[src/rtl/a2d_round_robin_sched.sv]
// Round-robin sequencer for the shared SPI A2D: issues battery/torque/brake
// conversions and steers each pipelined response to its channel register.
module a2d_round_robin_sched #(
  parameter logic [2:0]  BATT_CH    = 3'd0,
  parameter logic [2:0]  TORQ_CH    = 3'd1,
  parameter logic [2:0]  BRAKE_CH   = 3'd4,
  parameter int unsigned GAP_CYCLES = 1024
) (
  input  logic        clk,
  input  logic        rst,
  input  logic        en,
  output logic        spi_wrt,
  output logic [15:0] spi_cmd,
  input  logic        spi_done,
  input  logic [15:0] spi_rsp,
  output logic [11:0] batt,
  output logic [11:0] torque,
  output logic [11:0] brake,
  output logic        batt_vld,
  output logic        torque_vld,
  output logic        brake_vld,
  output logic        round_done
);

  localparam int unsigned GAP_W = (GAP_CYCLES > 1) ? $clog2(GAP_CYCLES) : 1;
  localparam logic [GAP_W-1:0] GAP_LOAD = GAP_W'(GAP_CYCLES - 1);

  typedef enum logic [1:0] {
    S_IDLE = 2'd0,
    S_SEND = 2'd1,
    S_WAIT = 2'd2,
    S_GAP  = 2'd3
  } state_t;

  state_t           state_q, state_d;
  logic [1:0]       slot_q, slot_d;
  logic [GAP_W-1:0] gap_q, gap_d;
  logic             spi_wrt_q, spi_wrt_d;
  logic [15:0]      spi_cmd_q, spi_cmd_d;
  logic [11:0]      batt_q, batt_d;
  logic [11:0]      torque_q, torque_d;
  logic [11:0]      brake_q, brake_d;
  logic             batt_vld_q, batt_vld_d;
  logic             torque_vld_q, torque_vld_d;
  logic             brake_vld_q, brake_vld_d;
  logic             round_done_q, round_done_d;

  // Slot 3 re-addresses the battery channel purely to clock out the brake result.
  function automatic logic [15:0] slot_cmd(input logic [1:0] slot);
    logic [2:0] ch;
    case (slot)
      2'd1:    ch = TORQ_CH;
      2'd2:    ch = BRAKE_CH;
      default: ch = BATT_CH;
    endcase
    return {2'b00, ch, 11'h000};
  endfunction

  always_comb begin
    state_d      = state_q;
    slot_d       = slot_q;
    gap_d        = gap_q;
    spi_wrt_d    = 1'b0;
    spi_cmd_d    = spi_cmd_q;
    batt_d       = batt_q;
    torque_d     = torque_q;
    brake_d      = brake_q;
    batt_vld_d   = 1'b0;
    torque_vld_d = 1'b0;
    brake_vld_d  = 1'b0;
    round_done_d = 1'b0;

    case (state_q)
      S_IDLE: begin
        if (en && (gap_q == '0)) begin
          state_d   = S_SEND;
          slot_d    = 2'd0;
          spi_wrt_d = 1'b1;
          spi_cmd_d = slot_cmd(2'd0);
        end else begin
          state_d = S_IDLE;
        end
      end

      S_SEND: begin
        state_d = S_WAIT;
      end

      S_WAIT: begin
        if (spi_done) begin
          // Response belongs to the previous slot's address; slot 0's is stale.
          case (slot_q)
            2'd1: begin
              batt_d     = spi_rsp[11:0];
              batt_vld_d = 1'b1;
            end
            2'd2: begin
              torque_d     = spi_rsp[11:0];
              torque_vld_d = 1'b1;
            end
            2'd3: begin
              brake_d     = spi_rsp[11:0];
              brake_vld_d = 1'b1;
            end
            default: begin
              batt_d = batt_q;
            end
          endcase

          if (slot_q == 2'd3) begin
            state_d      = S_GAP;
            gap_d        = GAP_LOAD;
            round_done_d = 1'b1;
          end else begin
            state_d   = S_SEND;
            slot_d    = slot_q + 2'd1;
            spi_wrt_d = 1'b1;
            spi_cmd_d = slot_cmd(slot_q + 2'd1);
          end
        end else begin
          state_d = S_WAIT;
        end
      end

      S_GAP: begin
        if (gap_q == '0) begin
          state_d = S_IDLE;
        end else begin
          gap_d = gap_q - GAP_W'(1);
        end
      end

      default: begin
        state_d = S_IDLE;
      end
    endcase
  end

  always_ff @(posedge clk) begin
    if (rst) begin
      state_q      <= S_IDLE;
      slot_q       <= 2'd0;
      gap_q        <= '0;
      spi_wrt_q    <= 1'b0;
      spi_cmd_q    <= 16'h0000;
      batt_q       <= 12'h000;
      torque_q     <= 12'h000;
      brake_q      <= 12'h000;
      batt_vld_q   <= 1'b0;
      torque_vld_q <= 1'b0;
      brake_vld_q  <= 1'b0;
      round_done_q <= 1'b0;
    end else begin
      state_q      <= state_d;
      slot_q       <= slot_d;
      gap_q        <= gap_d;
      spi_wrt_q    <= spi_wrt_d;
      spi_cmd_q    <= spi_cmd_d;
      batt_q       <= batt_d;
      torque_q     <= torque_d;
      brake_q      <= brake_d;
      batt_vld_q   <= batt_vld_d;
      torque_vld_q <= torque_vld_d;
      brake_vld_q  <= brake_vld_d;
      round_done_q <= round_done_d;
    end
  end

  assign spi_wrt    = spi_wrt_q;
  assign spi_cmd    = spi_cmd_q;
  assign batt       = batt_q;
  assign torque     = torque_q;
  assign brake      = brake_q;
  assign batt_vld   = batt_vld_q;
  assign torque_vld = torque_vld_q;
  assign brake_vld  = brake_vld_q;
  assign round_done = round_done_q;

endmodule
[config.mk]
export PLATFORM = sky130hd
export DESIGN_NAME = a2d_round_robin_sched
export DESIGN_NICKNAME = d
export VERILOG_FILES = /design/src/rtl/a2d_round_robin_sched.sv
export SDC_FILE = /design/constraint.sdc
export NUM_CORES = 1
export LEC_CHECK = 0
export BUFFER_PORTS_ARGS = -buffer_cell sky130_fd_sc_hd__buf_2
export CAP_MARGIN = 20
export CORE_MARGIN = 2
export CORE_UTILIZATION = 45
export DETAILED_ROUTE_END_ITERATION = 10
export GPL_TIMING_DRIVEN = 0
export PLACE_DENSITY = 0.74
export SLEW_MARGIN = 15
export SYNTH_ARGS = -nofsm -noshare
export SYNTH_HDL_FRONTEND = slang
export SYNTH_SLANG_ARGS = --single-unit
[constraint.sdc]
create_clock -name clk -period 2.82 [get_ports clk]
set_clock_uncertainty 0.2 [all_clocks]
set_input_delay 0.141 -clock clk [delete_from_list [all_inputs] [get_ports clk]]
set_output_delay 0.141 -clock clk [all_outputs]
set_load 0.01 [all_outputs]
==> Word level (Yosys, flattened, before mapping) <==
Index checks and enable logic that the tools add are counted.
{ "word_totals": {"regBits": 70, "inputBits": 20, "out_inout_bits": 57, "wordCells": 65} }
{ "op_classes": {"n_addsub": 2, "n_eq_ne": 14, "mux": 25, "bitwise": 2, "n_reduce_logical": 11} }
{ "op_table": {"columns": ["operator", "n"], "rows": [
  ["$mux W16", 3],
  ["$pmux W16 S2", 1],
  ["$mux W10", 3],
  ["$pmux W10 S2", 1],
  ["$mux W2", 6],
  ["$ne A2 B2 Y1 const B", 6],
  ["$eq A2 B2 Y1 const B", 5],
  ["$logic_not A10 Y1", 1],
  ["$sub A10 B1 Y10 const B", 1],
  ["$reduce_and A3 Y1", 3],
  ["$pmux W2 S4", 1],
  ["$reduce_and A4 Y1", 2],
  ["$mux W1", 7],
  ["$eq A2 B1 Y1 const B", 3],
  ["$pmux W3 S2", 1],
  ["$pmux W2 S2", 1],
  ["$reduce_bool A2 Y1", 2],
  ["$reduce_or A3 Y1", 1],
  ["$add A2 B1 Y2 const B", 1],
  ["$logic_not A2 Y1", 1],
  ["$not A1 Y1", 2],
  ["$pmux W1 S2", 1],
  ["$logic_and A1 B1 Y1", 1]
]} }

==> Depth between registers and ports, before layout <==
Gate-level depths: netlist of run 1.
{ "logic_depth": {"depth_word": 6, "ltp_mapped": 7, "mapped_depth_nobuf": 6} }

==> Worst setup path before layout of run 1 <==
Ideal clock, no wire load.
{ "synth_timing": {"path_type": "reg-to-reg", "from": "register gap_q[0]", "to": "register slot_q[0]", "setup_time_ps": 121, "t_arrival_ps": 1787, "required_ps": 2499, "path_slack_ps": 713, "path_stages_with_launch": 7, "n_path_buf": 0, "synth_period_minus_slack_ps": 2107, "path_cell_list": "dfxtp_1 -> inv_1 -> ha_1 -> or3b_2 -> nor4_1 -> nor3_1 -> mux2_2"} }
{ "synth_via": {"elab_chain_len": 4} }
{ "synth_lines": {"columns": ["item", "line", "rtl"], "rows": [
  ["from (decl)", "37", "logic [GAP_W-1:0] gap_q, gap_d;"],
  ["from (signal assigned)", "156", "gap_q <= gap_d;"],
  ["$logic_not A10 Y1", "75", "if (en && (gap_q == '0)) begin"],
  ["$logic_and A1 B1 Y1", "75", null],
  ["$ne A2 B2 Y1 (no line)", null, null],
  ["$reduce_and A4 Y1 (no line)", null, null],
  ["to (signal assigned)", "155", "slot_q <= slot_d;"],
  ["to (decl)", "36", "logic [1:0] slot_q, slot_d;"]
]} }
Every way passes these cells.
A chain may end at the register's enable or synchronous reset.

==> Worst setup path after layout of run 1 <==
Ends and elaborated chain as after synthesis.

==> results.json, run 1 <==
{
  "tightest_slew_ns": 0.5765,
  "clock_sinks": 56,
  "use_met2": 0.3150,
  "maxCapViolCount": 0,
  "drive_above_1_share": 0.2371,
  "reg2reg_depth": 6,
  "ioPinCount": 77,
  "achievable-frequency_mhz": 418.5,
  "antenna_found_initial": 0,
  "yosysSeqAreaShare": 0.4899,
  "finalNetCount": 393,
  "initial_utilization": 0.4751,
  "setup_violations": 0,
  "htreeDepth": 2,
  "ys_ff_latch": 56,
  "p_per_area_nw_per_um2": 454.6,
  "syn2layout_area_growth_pct": 27.28,
  "worst-setup-path-type": "reg -> reg",
  "cp_max_fo": 4,
  "synth_compound_area_frac": 0.1509,
  "cts_tree": "yes",
  "core_area_um2": 4817,
  "final_max_slew_viol_count": 0,
  "use_met3": 0.03704,
  "yosysUniqueCellTypes": 34,
  "first_pass_iters": 4,
  "routed_via_density": 4.836,
  "critPathLaunchType": "flip-flop",
  "grt_first_pass_wirelength_um": 8390,
  "grt_max_degree": 18,
  "leakagePower_nw": 1.234,
  "fill_cells": 460,
  "cts_resized": 0,
  "place_inst": 414,
  "cts_root_buffer": "clkbuf_8",
  "end_kind": "flip-flop",
  "ir_worst_vdd_uv": 258.4,
  "ys.flop_type": "dfxtp_1",
  "critPathRequiredTime_ns": 2.82,
  "fin_cells": 434,
  "synth_simple_gate_area_share": 0.2302,
  "rows": 25,
  "synth_fa_ha_area_frac": 0.03827,
  "syn-instance-count": 277,
  "dieHeight_um": 75.31,
  "avgSynthCellArea_um2": 8.262,
  "cts_buffer_depth": 2,
  "vias": 2099,
  "final_cell_mix": "nand2_1, buf_2, dfxtp_1, a21oi_1, clkbuf_1",
  "remaining_drc_errors": 0,
  "num_antenna_cells": 0,
  "drt_iter0_drc": 100,
  "synth_top_family_by_area": "simple AND/OR/NAND/NOR gates",
  "finalSetupTns_ns": 0,
  "synthesis.area_um2": 2288,
  "port_buffers": 57,
  "async_flop_share": 0,
  "grt_pass1_vias": 1876,
  "rsz0062_at_grt": "no",
  "ant_nets": 0,
  "min_path_cells": 4,
  "overflow": 0,
  "synthXorXnorAreaFrac": 0.003827,
  "grt_use_total": 0.1939,
  "layout_commonest_cell": "nand2_1",
  "status": "complete, no violations",
  "ys_warn_count": 0,
  "synthMuxAreaShare": 0.004921,
  "met1_usage": 0.2602,
  "holdCritPathClass": "in -> reg",
  "wl_um": 5288,
  "globalplace.congestion": 0.8872,
  "wl_per_cell_um": 12.18,
  "insertion_delay_ns": 0.30,
  "cts_buffers": 5,
  "dp_hpwl_um": 3789,
  "grt-busiest-layer": "met2",
  "hold_viol": 0,
  "period_needed_ns": 2.389,
  "die-area_um2": 5672,
  "die_x_um": 75.31,
  "whs_ns": 0.02133,
  "slew_headroom": 0.6157,
  "cts.clk_slew.worst_paths_ns": 0.09,
  "synth_edf_count": 0,
  "finalPower_w": 0.001324,
  "arrival_ns": 2.39,
  "fin_crit_sh": 0.8473,
  "postCtsSetupBuffers": 0
}
area by class of cell:
cell class / count / area [um2] / share of cell area
buffer: 30 / 168.9 / 0.05799
clock buffer: 6 / 72.57 / 0.02491
clock inverter: 2 / 13.76 / 0.004725
inverter: 4 / 15.01 / 0.005155
multi-input combinational: 200 / 1032 / 0.3544
sequential: 56 / 1121 / 0.3849
tap: 67 / 83.83 / 0.02878
timing repair buffer: 69 / 405.4 / 0.1392
report_power, final:
group / switching, W / internal [W] / leakage [nW]
combinational: 0.0000480 / 0.0000425 / 0.737
clock: 0.000255 / 0.000178 / 0.0456
sequential: 0.00000539 / 0.000795 / 0.451
total: 0.000309 / 0.00102 / 1.23
layer usage:
layer / vias up / routed length (um)
met5: - / 0
met4: 0 / 58
met3: 4 / 270
met2: 59 / 2525
met1: 955 / 2434
li1: 1081 / -
path summary, 6_finish.rpt:
path	endpoint	start	slack, ns
max	slot_q[0]	gap_q[0]	0.43
min	state_q[1]	spi_done	0.02
max reg2reg	slot_q[0]	gap_q[0]	0.43
min reg2reg	batt[8]	batt[8]	0.26
registers in the layout, indices dropped and copies added (netlist names):
register,flops
batt,12
brake,12
state_q,2
slot_q,2
batt_vld,1
spi_cmd,2
torque,12
round_done,1
gap_q,10
spi_wrt,1
torque_vld,1
cells in the mapped netlist, types with 2 or more instances:
master / n / area, um2
dfxtp_1: 56 / 1121
clkbuf_1: 15 / 56.30
nor4_1: 3 / 18.77
buf_4: 15 / 112.6
a211oi_1: 5 / 37.54
and2_1: 3 / 18.77
or3_2: 2 / 15.01
nand2_1: 76 / 285.3
a22o_1: 3 / 26.28
a31oi_1: 5 / 31.28
inv_1: 4 / 15.01
a21oi_1: 41 / 205.2
nor3_1: 7 / 35.03
nor2_1: 10 / 37.54
or3_1: 3 / 18.77
o21ai_0: 4 / 20.02
or3b_2: 2 / 17.52
ha_1: 7 / 87.58
what timing repair did:
| item | in CTS | in global routing |
|---|---|---|
| endpoints found under the hold margin | 36 | 0 |
| hold buffers | 12 | 0 |
| endpoints found under the setup margin | 0 | 0 |
cells by family (layout without fill, tap and decap cells):
logic type	count (synthesis)	in the layout
other	1	14
and+or+nand+nor	116	116
adders and majority gates	7	7
buffers and inverters	34	111
xor gates and xnor gates	1	1
AOI/OAI and AO/OA	61	61
DFF	56	56
muxes	1	1
stage by stage:
| step | setup WS (ns) | util | instance area (um2) |
|---|---|---|---|
| floorplan | 0.7126 | - | 2337 |
| global placement | 0.4987 | 0.5618 | 2706 |
| detailed placement | 0.4811 | 0.5618 | 2706 |
| CTS | 0.4589 | 0.6047 | 2913 |
| global route | 0.2621 | 0.6047 | 2913 |
| finish | 0.4306 | 0.6047 | 2913 |
critical path, stage by stage (launching register included):
cell and delay, ns:
dfxtp_1 0.35, inv_1 0.08, ha_1 0.18, or3b_2 0.49, nor4_1 0.51, nor3_1 0.19, mux2_2 0.29
Note: power is estimated with default switching activity, not from simulation.
==> run 2: changes to the inputs <==
Settings changed: ABC_AREA from default to 1, PLACE_DENSITY 0.74 to 0.75.
Clock period 2.82 ns to 2 ns, I/O delays scaled along.
==> run 2 against run 1 <==
Sequential cell count did not move. Global-route usage fell by 0.64 points. First-iteration DRC count rose by 44%. Fmax rose by 40%. Sequential power rose by 41%. Clock power rose by 50%. Area after synthesis rose by 9.3%. Largest power group unchanged. Non-clock buffer count did not move. Critical path depth rose by 1. Highest routed layer unchanged. Largest cell class is now multi-input combinational cells.
==> results.json, run 2 <==
{
  "fin_cells": 499,
  "rows": 27,
  "synthesis.area_um2": 2502,
  "cts_root_buffer": "clkbuf_8",
  "core_area_um2": 5439,
  "rsz0062_at_grt": "no",
  "synthTopCellsByArea": "dfxtp_1, nor2_1, o21ai_0",
  "ys_warn_count": 0,
  "antenna_found_initial": 0,
  "maxCapViolCount": 0,
  "drt_iter0_drc": 144,
  "finalNetCount": 453,
  "drive_above_1_share": 0.2482,
  "period_needed_ns": 1.702,
  "dieHeight_um": 78.57,
  "insertion_delay_ns": 0.31,
  "cts.clk_slew.worst_paths_ns": 0.10,
  "path_cells": "inv_1 -> ha_1 -> nand2_1 -> nor2_4 -> nand4_1 -> nand3_1 -> a21oi_1",
  "place_inst": 478,
  "layout_commonest_cell": "nor2_1",
  "routed_via_density": 4.629,
  "die-area_um2": 6173,
  "vias": 2310,
  "p_per_area_nw_per_um2": 608.1,
  "grt_pass1_vias": 2072,
  "yosysUniqueCellTypes": 25,
  "min_path_cells": 4,
  "num_antenna_cells": 0,
  "finalSetupTns_ns": 0,
  "end_kind": "flip-flop",
  "cp.depth": 7,
  "syn2layout_area_growth_pct": 25.95,
  "holdCritPathClass": "in -> reg",
  "port_buffers": 57,
  "yosys-top-cells-count": "nor2_1, dfxtp_1, nand2_1",
  "fill_cells": 536,
  "reg2reg_depth": 7,
  "cts_buffer_depth": 2,
  "globalplace.congestion": 0.8165,
  "whs_ns": 0.005919,
  "ant_nets": 0,
  "wl_um": 5744,
  "cts_buffers": 5,
  "initial_utilization": 0.4601,
  "slew_headroom": 0.6596,
  "async_flop_share": 0,
  "cpLargestDelayFamily": "simple AND/OR/NAND/NOR gates",
  "clock_sinks": 56,
  "arrival_ns": 1.69,
  "fin_ws_ns": 0.2979,
  "final_cell_mix": "nor2_1, buf_2, dfxtp_1, nand2_1, o21ai_0",
  "grt_use_total": 0.1875,
  "reg2reg_slack_ns": 0.30,
  "tightest_slew_ns": 0.5106,
  "wl_per_cell_um": 11.51,
  "synth_edf_count": 0,
  "worst-setup-path-type": "reg -> reg",
  "remaining_drc_errors": 0,
  "hold_viol": 0,
  "htreeDepth": 2,
  "rr_startpoint": "gap_q[0]",
  "critPathRequiredTime_ns": 1.99,
  "avgSynthCellArea_um2": 7.448,
  "dp_hpwl_um": 4306,
  "first_pass_iters": 4,
  "yosysMostFrequentCell": "nor2_1",
  "overflow": 0,
  "ir_worst_vdd_uv": 440.5,
  "yosys.area.top_type": "dfxtp_1",
  "finalPower_w": 0.001917,
  "die_x_um": 78.57,
  "cp_slowest_cell": "dfxtp_1",
  "ys.flop_type": "dfxtp_1",
  "cts_tree": "yes",
  "yosysSeqAreaShare": 0.4480,
  "final_max_slew_viol_count": 0,
  "critPathLaunchType": "flip-flop",
  "achievable-frequency_mhz": 587.5,
  "max_stage_delay_ns": 0.34,
  "ioPinCount": 77,
  "yosysTopAreaCellShare": 0.4480,
  "grt_max_degree": 20,
  "fin_crit_sh": 0.8511,
  "setup_violations": 0,
  "cp_max_fo": 6,
  "status": "complete, no violations",
  "syn-instance-count": 336,
  "cp_num_buf_inv": 1,
  "grt_first_pass_wirelength_um": 9328,
  "dp_slack_ns": 0.3133,
  "r2r_end": "slot_q[1]",
  "leakagePower_nw": 1.530,
  "hp-start": "spi_done",
  "ys_ff_latch": 56,
  "holdPathEnd": "state_q[1]"
}
==> run 2: cell count changes after synthesis, moves of 12 or more <==
| cell | previous run | this run |
|---|---|---|
| clkbuf_1 | 15 | 3 |
| inv_1 | 4 | 18 |
| nor2_1 | 10 | 88 |
| nand3_1 | 1 | 23 |
| a21oi_1 | 41 | 15 |
| o21ai_0 | 4 | 36 |
| nand2_1 | 76 | 38 |
==> run 2: worst max-delay path by stage <==
stage          slack (ns)         to  startpoint
2_1_floorplan        0.52  slot_q[1]    gap_q[0]
3_3_place_gp         0.37  slot_q[1]    gap_q[0]
3_5_place_dp         0.31  slot_q[1]    gap_q[0]
4_1_cts              0.30  slot_q[1]    gap_q[0]
5_1_grt              0.18  slot_q[1]    gap_q[0]
6_report             0.30  slot_q[1]    gap_q[0]
==> run 2: what timing repair did <==
action | CTS | global route
hold endpoints to repair | 43 | 0
hold buffers | 13 | 0
gates resized for setup | 0 | 0
setup buffers | 0 | 0
==> run 2: per-stage QoR <==
step,area [um2],util
floorplan,2551,-
global placement,2927,0.5381
global route,3152,0.5795
CTS,3152,0.5795
detailed placement,2927,0.5381
finish,3152,0.5795
==> run 2: report_power, final <==
group / leakage, nW / internal, W / switching, W / total (W)
logic: 1.04 / 0.0000646 / 0.0000762 / 0.000141
clock network: 0.0423 / 0.000256 / 0.000395 / 0.000651
registers: 0.451 / 0.00112 / 0.00000473 / 0.00113
==> run 2: cell families (layout without fill, tap and decap cells) <==
kind of cell,Yosys count,after routing,share of synthesized area
AND/OR/NAND/NOR,165,165,0.2960
flip-flops,56,56,0.4480
AO/OA/AOI/OAI,54,54,0.1080
buffers and inverters,53,131,0.1115
adder cells (fa/ha/maj),7,7,0.03500
other,1,14,0.001499
==> run 2: final cells by class <==
cell class / instances / area (um2) / share of cell area
Clock buffer: 5 / 68.82 / 0.02183
Inverter: 24 / 90.09 / 0.02858
Sequential cell: 56 / 1121 / 0.3557
Tap cell: 72 / 90.09 / 0.02858
Multi-Input combinational cell: 240 / 1151 / 0.3652
Buffer: 29 / 188.9 / 0.05994
Timing Repair Buffer: 70 / 415.4 / 0.1318
Clock inverter: 3 / 26.28 / 0.008337
==> run 2: worst min-delay path: cells and delay by family <==
family / cells / cell delay (ns)
buffers and inverters: 2 / 0.14
AND/OR/NAND/NOR: 2 / 0.23
==> run 2: routing by layer <==
metal,vias up,global-route usage,share of wire
met5,-,0,0
met4,0,0.05263,0.0030
met3,2,0.04023,0.052
met2,59,0.3103,0.49
met1,1030,0.2464,0.46
li1,1219,-,-
